==> src/rtl/speed_meter_ctrl.sv <==
// ============================================================================
// speed_meter_ctrl
// ----------------------------------------------------------------------------
// Sequencer for one speed_meter instance (one per measured axis). It generates
// the periodic time-base trigger, drives the meter's force-reset/unlock
// handshake across enable/disable, screens the meter's output samples (the
// first sample after unlock is dropped) and optionally flags a motor stall.
//
// Build option:
//   SPEED_METER_CTRL_STALL_EN  defined   -> stall counter, STALL state, o_stall
//                              undefined -> no stall logic, o_stall tied 0
//
// Ports:
//   i_clk, i_rst_n    system clock, asynchronous active-low reset
//   i_enable          measurement enable (level)
//   i_period          time-base period in clocks (0 treated as 1)
//   i_step            step per speed event, passed through to o_step_size
//   i_settle_win      number of discarded windows before unlock
//   i_stall_thr       stall threshold (unsigned)
//   i_stall_win       consecutive low samples to declare stall (0 -> 1)
//   i_meter_speed     meter o_speed
//   i_meter_valid     meter o_valid
//   o_time_trigger    meter i_time_trigger (registered one-cycle pulse)
//   o_force_reset     meter i_force_reset (high while idle)
//   o_unlock          meter i_unlock (one-cycle pulse with the last settle trigger)
//   o_step_size       meter i_step_size (= i_step)
//   o_speed           last accepted speed
//   o_speed_valid     one-cycle pulse when o_speed updates
//   o_stall           stall flag (level)
// ============================================================================
module speed_meter_ctrl #(
    parameter int K_WIDTH = 32,
    parameter int P_WIDTH = 24,
    parameter int S_WIDTH = 4
) (
    input  logic               i_clk,
    input  logic               i_rst_n,
    input  logic               i_enable,
    input  logic [P_WIDTH-1:0] i_period,
    input  logic [K_WIDTH-1:0] i_step,
    input  logic [S_WIDTH-1:0] i_settle_win,
    input  logic [K_WIDTH-1:0] i_stall_thr,
    input  logic [S_WIDTH-1:0] i_stall_win,
    input  logic [K_WIDTH-1:0] i_meter_speed,
    input  logic               i_meter_valid,
    output logic               o_time_trigger,
    output logic               o_force_reset,
    output logic               o_unlock,
    output logic [K_WIDTH-1:0] o_step_size,
    output logic [K_WIDTH-1:0] o_speed,
    output logic               o_speed_valid,
    output logic               o_stall
);

    typedef enum logic [1:0] {
        ST_IDLE   = 2'd0,
        ST_SETTLE = 2'd1,
        ST_RUN    = 2'd2,
        ST_STALL  = 2'd3
    } state_t;

    state_t             state_q, state_d;
    logic [P_WIDTH-1:0] tb_cnt_q;
    logic [P_WIDTH-1:0] period_q;
    logic [P_WIDTH-1:0] period_eff;
    logic               wrap;
    logic [S_WIDTH-1:0] settle_cnt_q;
    logic               settle_done;
    logic               discard_q;
    logic               trig_q;
    logic               unlock_q;
    logic [K_WIDTH-1:0] speed_q;
    logic               speed_valid_q;
    logic               sampling;
    logic               accept;
    logic               low_sample;
    logic               stall_hit;

    // A zero period would never wrap; treat it as one cycle.
    assign period_eff  = (i_period == '0) ? P_WIDTH'(1) : i_period;
    assign wrap        = (tb_cnt_q == period_q - P_WIDTH'(1));
    assign settle_done = wrap && (settle_cnt_q == i_settle_win);

    // Samples are only looked at in RUN/STALL while enabled; the first one
    // after unlock is the meter's zero-filled unlock window and is dropped.
    assign sampling = i_enable && i_meter_valid &&
                      ((state_q == ST_RUN) || (state_q == ST_STALL));
    assign accept   = sampling && !discard_q;

`ifdef SPEED_METER_CTRL_STALL_EN
    logic [S_WIDTH-1:0] low_cnt_q;
    logic [S_WIDTH-1:0] low_inc;
    logic [S_WIDTH-1:0] stall_win_eff;

    assign low_sample    = (i_meter_speed < i_stall_thr);
    assign low_inc       = (&low_cnt_q) ? low_cnt_q : low_cnt_q + S_WIDTH'(1);
    assign stall_win_eff = (i_stall_win == '0) ? S_WIDTH'(1) : i_stall_win;
    assign stall_hit     = low_sample && (low_inc >= stall_win_eff);

    always_ff @(posedge i_clk or negedge i_rst_n) begin
        if (!i_rst_n) begin
            low_cnt_q <= '0;
        end else if (!i_enable || (state_q == ST_IDLE)) begin
            low_cnt_q <= '0;
        end else if (accept) begin
            low_cnt_q <= low_sample ? low_inc : '0;
        end
    end

    assign o_stall = (state_q == ST_STALL);
`else
    logic unused_stall_inputs;

    assign low_sample          = 1'b0;
    assign stall_hit           = 1'b0;
    assign unused_stall_inputs = ^{i_stall_thr, i_stall_win};
    assign o_stall             = 1'b0;
`endif

    // ------------------------------------------------------------------
    // FSM
    // ------------------------------------------------------------------
    always_ff @(posedge i_clk or negedge i_rst_n) begin
        if (!i_rst_n) begin
            state_q <= ST_IDLE;
        end else begin
            // NOTE: registers take <= so every flop sees pre-edge values;
            // blocking here would make the result depend on block ordering.
            state_q <= state_d;
        end
    end

    always_comb begin
        // NOTE: default first, so no path leaves state_d unassigned (latch).
        state_d = state_q;
        if (!i_enable) begin
            state_d = ST_IDLE;
        end else begin
            unique case (state_q)
                ST_IDLE:   state_d = ST_SETTLE;
                // Leave SETTLE in the unlock cycle itself, so any sample from
                // an earlier settle trigger is still ignored by SETTLE.
                ST_SETTLE: if (unlock_q) state_d = ST_RUN;
                ST_RUN:    if (accept && stall_hit) state_d = ST_STALL;
                ST_STALL:  if (accept && !low_sample) state_d = ST_RUN;
                default:   state_d = ST_IDLE;
            endcase
        end
    end

    // ------------------------------------------------------------------
    // Time base, settle counter, trigger and unlock pulses
    // ------------------------------------------------------------------
    always_ff @(posedge i_clk or negedge i_rst_n) begin
        if (!i_rst_n) begin
            tb_cnt_q     <= '0;
            period_q     <= P_WIDTH'(1);
            settle_cnt_q <= '0;
            trig_q       <= 1'b0;
            unlock_q     <= 1'b0;
        end else if (!i_enable || (state_q == ST_IDLE)) begin
            // Held in IDLE; the period is preloaded so the first window uses
            // the value present when SETTLE starts.
            tb_cnt_q     <= '0;
            period_q     <= period_eff;
            settle_cnt_q <= '0;
            trig_q       <= 1'b0;
            unlock_q     <= 1'b0;
        end else begin
            trig_q   <= wrap;
            unlock_q <= (state_q == ST_SETTLE) && settle_done;
            if (wrap) begin
                tb_cnt_q <= '0;
                period_q <= period_eff;
            end else begin
                tb_cnt_q <= tb_cnt_q + P_WIDTH'(1);
            end
            if ((state_q == ST_SETTLE) && wrap) begin
                settle_cnt_q <= settle_cnt_q + S_WIDTH'(1);
            end
        end
    end

    // ------------------------------------------------------------------
    // Sample screening and output register
    // ------------------------------------------------------------------
    always_ff @(posedge i_clk or negedge i_rst_n) begin
        if (!i_rst_n) begin
            discard_q     <= 1'b0;
            speed_q       <= '0;
            speed_valid_q <= 1'b0;
        end else if (!i_enable) begin
            discard_q     <= 1'b0;
            speed_q       <= '0;
            speed_valid_q <= 1'b0;
        end else begin
            if ((state_q == ST_SETTLE) && (state_d == ST_RUN)) begin
                discard_q <= 1'b1;
            end else if (sampling) begin
                discard_q <= 1'b0;
            end
            speed_valid_q <= accept;
            if (accept) begin
                speed_q <= i_meter_speed;
            end
        end
    end

    assign o_time_trigger = trig_q;
    assign o_unlock       = unlock_q;
    assign o_force_reset  = (state_q == ST_IDLE);
    assign o_step_size    = i_step;
    assign o_speed        = speed_q;
    assign o_speed_valid  = speed_valid_q;

endmodule

==> config.mk <==
export PLATFORM = sky130hd
export DESIGN_NAME = speed_meter_ctrl
export DESIGN_NICKNAME = d
export VERILOG_FILES = /design/src/rtl/speed_meter_ctrl.sv
export SDC_FILE = /design/constraint.sdc
export NUM_CORES = 1
export LEC_CHECK = 0
export ABC_AREA = 1
export ABC_CLOCK_PERIOD_IN_PS = 3200
export BUFFER_PORTS_ARGS = -buffer_cell sky130_fd_sc_hd__buf_4
export CAP_MARGIN = 20
export CORE_AREA = 2 2 102 143
export CTS_CLUSTER_DIAMETER = 60
export CTS_CLUSTER_SIZE = 30
export DETAILED_ROUTE_END_ITERATION = 8
export DIE_AREA = 0 0 104 145
export PLACE_DENSITY = 0.71
export SYNTH_ARGS = -nofsm -noshare
export SYNTH_HDL_FRONTEND = slang
export SYNTH_SLANG_ARGS = --single-unit
==> constraint.sdc <==
create_clock -name i_clk -period 3.2 [get_ports i_clk]
set_input_delay 0.64 -clock i_clk [delete_from_list [all_inputs] [get_ports i_clk]]
set_output_delay 0.64 -clock i_clk [all_outputs]
set_load 0.01 [all_outputs]
Word level (Yosys, flattened, before mapping):

Cells that the tools add are included.

* register bits: 90
* bits of input ports: 132
* output and inout port bits: 69
* logic and storage cells: 54

* $add $sub $neg: 3
* eq/ne operators: 8
* muxes and demuxes: 19
* reduce and logical (&&, ||, !) cells: 15

Operator list (count)
* $mux W24: 5
* $mux W32: 2
* $add A24 B1 Y24 const B: 1
* $eq A24 B24 Y1: 1
* $logic_not A24 Y1: 1
* $sub A24 B1 Y24 const B: 1
* $mux W4: 2
* $pmux W2 S4: 1
* $logic_and A1 B1 Y1: 7
* $eq A2 B2 Y1 const B: 3
* $mux W1: 6
* $mux W2: 3
* $add A4 B1 Y4 const B: 1
* $eq A4 B4 Y1: 1
* $reduce_bool A2 Y1: 2
* $ne A3 B1 Y1 const B: 1
* $eq A2 B1 Y1 const B: 1
* $logic_not A1 Y1: 2
* $logic_not A2 Y1: 1
* $logic_or A1 B1 Y1: 2
* $ne A2 B1 Y1 const B: 1

Longest topological paths before layout:

* word-level depth: 11
* depth in mapped cells: 17
* mapped depth without buffers: 16

Worst setup path before layout:

Ideal clock, no wire load.

* path kind: register to register
* start: register period_q[0]
* end: register tb_cnt_q[0]
* setup time: 122 ps
* data arrival time: 2016 ps
* required time: 3078 ps
* setup slack: 1063 ps
* stages on the path, launching flop included: 16
* path buffers: 1
* clock period less this slack: 2137 ps
* cell sequence: dfstp_2 -> inv_1 -> ha_1 -> nand2_4 -> nor2_4 -> nand2_1 -> nand2_1 -> nand2_1 -> inv_2 -> nor2_2 -> nand3_1 -> nor2_2 -> nand2_4 -> nand2_8 -> buf_4 -> nor2_1

* longest elaborated chain between the ends: 4

RTL lines
* start: declaration: RTL line 64 `logic [P_WIDTH-1:0] period_q;`
* start signal: assignment: RTL line 165 `period_q <= period_eff;`
* start signal: assignment: RTL line 174 `period_q <= period_eff;`
* $sub A24 B1 Y24: RTL line 81 `assign wrap = (tb_cnt_q == period_q - P_WIDTH'(1));`
* $eq A24 B24 Y1: RTL line 81
* $mux W24: RTL line 172 `if (wrap) begin`
* $mux W24: RTL line 161 `end else if (!i_enable || (state_q == ST_IDLE)) begin`
* end signal: assignment: RTL line 176 `tb_cnt_q <= tb_cnt_q + P_WIDTH'(1);`
* end: declaration: RTL line 63 `logic [P_WIDTH-1:0] tb_cnt_q;`

No other way between the ends.
A chain may end at the register's enable or synchronous reset.

Final worst setup path:

* start: register period_q[0]
* end: register period_q[4]

* longest elaborated chain between the ends: 3

RTL lines (RTL line)
* $sub A24 B1 Y24: 81
* $eq A24 B24 Y1: 81
* $reduce_bool A2 Y1 (no line)

No other way between the ends.

==> Flow_metrics.wiki <==
{| class="wikitable"
! Metric !! Value
|-
| Outcome || finished clean
|-
| Setup violators final || 0
|-
| Number of standard cells after synthesis || between 600 and 700
|-
| Cell-by-cell listing of the critical path || inv_1, ha_1, nand2_4, nor2_4, nand3_1, nand2_1, inv_2, nor2_1, nand3_1, nor2_2, nand2_4, nand2_8, nand2_1, o21ai_1
|-
| Required time of the critical path || 3.47 ns
|-
| Port Buffers || 99
|-
| Number of antenna repair diodes || 0
|-
| CTS Buffer Depth || 2
|-
| H-tree Lvls || 3
|-
| Class of the tightest hold or removal check || input pin to asynchronous set/reset pin
|-
| Via count of the first global-routing pass || 4722
|-
| Area added between synthesis and finish || 19.0%
|-
| Unique cell type count in the Yosys netlist || 36
|-
| Number of antenna violations at the first check in global routing || 0
|-
| Proportion of netlist area held by the largest area contributor || 0.411
|-
| Transition time at the pin with the least slew margin || 0.625 ns
|-
| Core Area || 13800 µm²
|-
| Maximum VDD drop || 0.000238 V
|-
| Via count || roughly 4.7k
|-
| TritonCTS Buffers || 9
|-
| Area of the die || 15100 µm²
|-
| Worst slew margin relative to its limit || 0.580
|-
| Post-CTS setup buffer count || 0
|-
| Clock-pin slew on the worst setup and hold paths || 0.07 ns
|-
| Clock Sink Count || 90
|-
| Overall track demand over capacity in global routing || 0.184
|-
| Reg2Reg Launch Point || period_q[0]
|-
| DRT Pass-1 Iters || 4
|-
| Residual overflow from global routing || 0
|-
| Worst hold slack || roughly 0.25 ns
|-
| Area of the multi-input gates || between 2000 and 3000 µm²
|-
| Fillers || 1415
|-
| Final Hold Vio Count || 0
|-
| Net count after synthesis || 830
|-
| Delay contributed by the slowest stage of the critical path || slightly below 0.4 ns
|-
| Final min period || 2.71 ns
|-
| CP Depth || 14
|-
| Capture instance of the worst register-to-register path || period_q[4]
|-
| Wire length per cell after detailed routing || 13.9 µm
|-
| Kind of critical path || register to register
|-
| Quantity of gates resized following cts || 0
|-
| Arrival time of the worst setup path || 2.97 ns
|-
| CTS tree || yes
|-
| Vias/cell || 4.93
|-
| Initial Utilization || 0.394
|-
| Post-synth design cell area || 5420 µm²
|-
| Hold buffer count at CTS || 0
|-
| Layout cells sized above 1 || 0.199
|-
| Startpoint type of the worst setup path || register
|-
| Slowest library cell on the worst path || sky130_fd_sc_hd__dfstp_2
|-
| Area of all sequential standard cells || 2250 µm²
|-
| Most frequent cells in the layout || sky130_fd_sc_hd__nand2_1 (183), sky130_fd_sc_hd__buf_4 (102), sky130_fd_sc_hd__dfrtp_1 (89)
|-
| Maximum net fanout on the critical path || 55
|-
| Yosys warning count || 0
|-
| Total Negative Setup Slacks || 0 ns
|-
| DRT iter0 DRCs || around 180
|-
| Detailed Route WL || 13.2 mm
|-
| Pins Over Slew Limit || 0
|-
| Kind of cell adding the most delay to the critical path || simple AND/OR/NAND/NOR gates
|-
| Share of synthesized area occupied by flip-flops and latches || 0.415
|-
| Final setup skew || 0.00818 ns
|-
| Kind of end point of the critical path || register
|-
| Count of unresolved DRC violations after routing || 0
|-
| Number of cells on the worst reg-to-reg path || 14
|-
| Flip-flop and latch count after synthesis || 90
|-
| Core Rows || 51
|-
| Period utilization || 0.846
|-
| Unrepaired setup endpoints after global routing || false
|-
| Top-level port count || 201
|-
| Clock latency of the later-clocked register in the worst-skew pair || 0.35 ns
|-
| Most frequent standard cell in the layout excluding fill and tap cells || sky130_fd_sc_hd__nand2_1
|-
| Biggest area consumer among synthesized cells || sky130_fd_sc_hd__dfrtp_1
|-
| Total leakage power || 0.00328 µW
|-
| Nets@finish || 897
|-
| Global-route wire length before repair || about 22 mm
|-
| Power Dens Cells || about 420 nW/µm²
|-
| Max Freq || 369 MHz
|-
| HPWL after DPL || ~10 mm
|-
| Worst Path Buf+Inv || 2
|-
| Cell area after layout || ~6500 µm²
|-
| Mean area per synthesized cell || 7.80 µm²
|-
| Maxcap violations || 0
|-
| Largest cells by area after synthesis || sky130_fd_sc_hd__dfrtp_1 (41%), sky130_fd_sc_hd__nand2_1 (13%), sky130_fd_sc_hd__nor2_1 (6.2%), sky130_fd_sc_hd__nand3_1 (5.8%), sky130_fd_sc_hd__a22o_1 (5.2%)
|-
| Pin count of the biggest net entering global routing || between 50 and 60
|-
| Die boundary width || 104 µm
|-
| Global placement routability congestion || 0.867
|-
| Die outline height || 145 µm
|-
| R2r setup slk || 0.49 ns
|-
| Antenna viol nets, final || 0
|-
| CTS Root Cell || sky130_fd_sc_hd__clkbuf_16
|-
| Placed inst area || 6130 µm²
|}
==> where the power goes <==
group	switching [µW]	internal [µW]
Clock	482	696
Sequential	38.8	1170
Combinational	209	138
==> metrics by stage <==
| stage | worst slack (ns) | std cells | util | total power [µW] |
|---|---|---|---|---|
| global placement | 0.549 | 935 | 0.443 | 1570 |
| finish | 0.492 | 952 | 0.468 | 2730 |
| CTS | 0.492 | 952 | 0.468 | 2760 |
| floorplan | 1.06 | 695 | - | 1470 |
| global route | 0.203 | 952 | 0.468 | 2860 |
| detailed placement | 0.521 | 936 | 0.445 | 1580 |
==> logic make-up (layout without fill, tap and decap cells) <==
family / Yosys count / after routing / synth area share
flip-flops: 90 / 90 / 0.415
other: 1 / 1 / 0.000691
adder cells (fa/ha/maj): 3 / 3 / 0.00692
AO/OA/AOI/OAI: 55 / 55 / 0.0747
AND/OR/NAND/NOR: 397 / 397 / 0.333
XOR/XNOR: 41 / 41 / 0.0662
buffers and inverters: 108 / 180 / 0.103
==> Yosys cell counts <==
| master | count |
|---|---|
| sky130_fd_sc_hd__nand2_1 | 183 |
| sky130_fd_sc_hd__dfrtp_1 | 89 |
| sky130_fd_sc_hd__nor2_1 | 89 |
| sky130_fd_sc_hd__nand3_1 | 63 |
| sky130_fd_sc_hd__inv_1 | 56 |
| sky130_fd_sc_hd__buf_4 | 35 |
| sky130_fd_sc_hd__a22o_1 | 32 |
| sky130_fd_sc_hd__xor2_1 | 24 |
| sky130_fd_sc_hd__nand4_1 | 17 |
| sky130_fd_sc_hd__xnor2_1 | 17 |
| sky130_fd_sc_hd__nor2_2 | 9 |
| sky130_fd_sc_hd__clkbuf_1 | 8 |
| sky130_fd_sc_hd__nor3_1 | 7 |
| sky130_fd_sc_hd__nor4_1 | 7 |
| sky130_fd_sc_hd__o21ai_1 | 7 |
| sky130_fd_sc_hd__a21oi_1 | 6 |
| sky130_fd_sc_hd__o21ai_0 | 6 |
| sky130_fd_sc_hd__nor2_4 | 5 |
| sky130_fd_sc_hd__inv_2 | 4 |
| sky130_fd_sc_hd__nand3_2 | 4 |
| sky130_fd_sc_hd__buf_6 | 3 |
| sky130_fd_sc_hd__ha_1 | 3 |
| sky130_fd_sc_hd__nand3b_1 | 3 |
| sky130_fd_sc_hd__o21bai_1 | 3 |
| sky130_fd_sc_hd__nand2_2 | 2 |
| sky130_fd_sc_hd__nand2_4 | 2 |
| sky130_fd_sc_hd__nor3_2 | 2 |
| sky130_fd_sc_hd__and2_1 | 1 |
| sky130_fd_sc_hd__buf_2 | 1 |
| sky130_fd_sc_hd__clkinv_1 | 1 |
| sky130_fd_sc_hd__conb_1 | 1 |
| sky130_fd_sc_hd__dfstp_2 | 1 |
| sky130_fd_sc_hd__nand2_8 | 1 |
| sky130_fd_sc_hd__nor2_8 | 1 |
| sky130_fd_sc_hd__o211ai_1 | 1 |
| sky130_fd_sc_hd__or2_2 | 1 |
==> worst max path at each step <==
stage	start	to	slack (ns)
2_1_floorplan	period_q[0]	tb_cnt_q[0]	1.06
3_3_place_gp	period_q[0]	period_q[4]	0.55
3_5_place_dp	period_q[0]	period_q[4]	0.52
4_1_cts	period_q[0]	period_q[4]	0.49
5_1_grt	period_q[0]	period_q[4]	0.20
6_report	period_q[0]	period_q[4]	0.49
==> registers in the layout, summed over array words and instances, names as in the netlist <==
signal	cells
state_q	2
settle_cnt_q	4
discard_q	1
o_speed	32
o_unlock	1
period_q	24
o_speed_valid	1
o_time_trigger	1
tb_cnt_q	24
==> area by class of cell <==
type | count | share of cell area
multi-input combinational | 497 | 0.406
clock inverter | 6 | 0.0151
tap | 185 | 0.0359
inverter | 61 | 0.0355
timing repair buffer | 103 | 0.123
sequential | 90 | 0.349
clock buffer | 10 | 0.0355
==> worst register-to-register path, cell delays in order (launching register included) <==
cell,delay [ns]
sky130_fd_sc_hd__dfstp_2,0.39
sky130_fd_sc_hd__inv_1,0.16
sky130_fd_sc_hd__ha_1,0.32
sky130_fd_sc_hd__nand2_4,0.13
sky130_fd_sc_hd__nor2_4,0.21
sky130_fd_sc_hd__nand3_1,0.10
sky130_fd_sc_hd__nand2_1,0.13
sky130_fd_sc_hd__inv_2,0.04
sky130_fd_sc_hd__nor2_1,0.09
sky130_fd_sc_hd__nand3_1,0.09
sky130_fd_sc_hd__nor2_2,0.20
sky130_fd_sc_hd__nand2_4,0.21
sky130_fd_sc_hd__nand2_8,0.32
sky130_fd_sc_hd__nand2_1,0.17
sky130_fd_sc_hd__o21ai_1,0.09
==> layer usage <==
metal | vias to the layer above | track usage | part of all wire
met5 | - | 0 | 0
met4 | 0 | 0.100 | 0.037
met3 | 37 | 0.0481 | 0.071
met2 | 155 | 0.305 | 0.48
met1 | 2148 | 0.217 | 0.41
li1 | 2350 | - | -
Note: power is estimated with default switching activity, not from simulation.
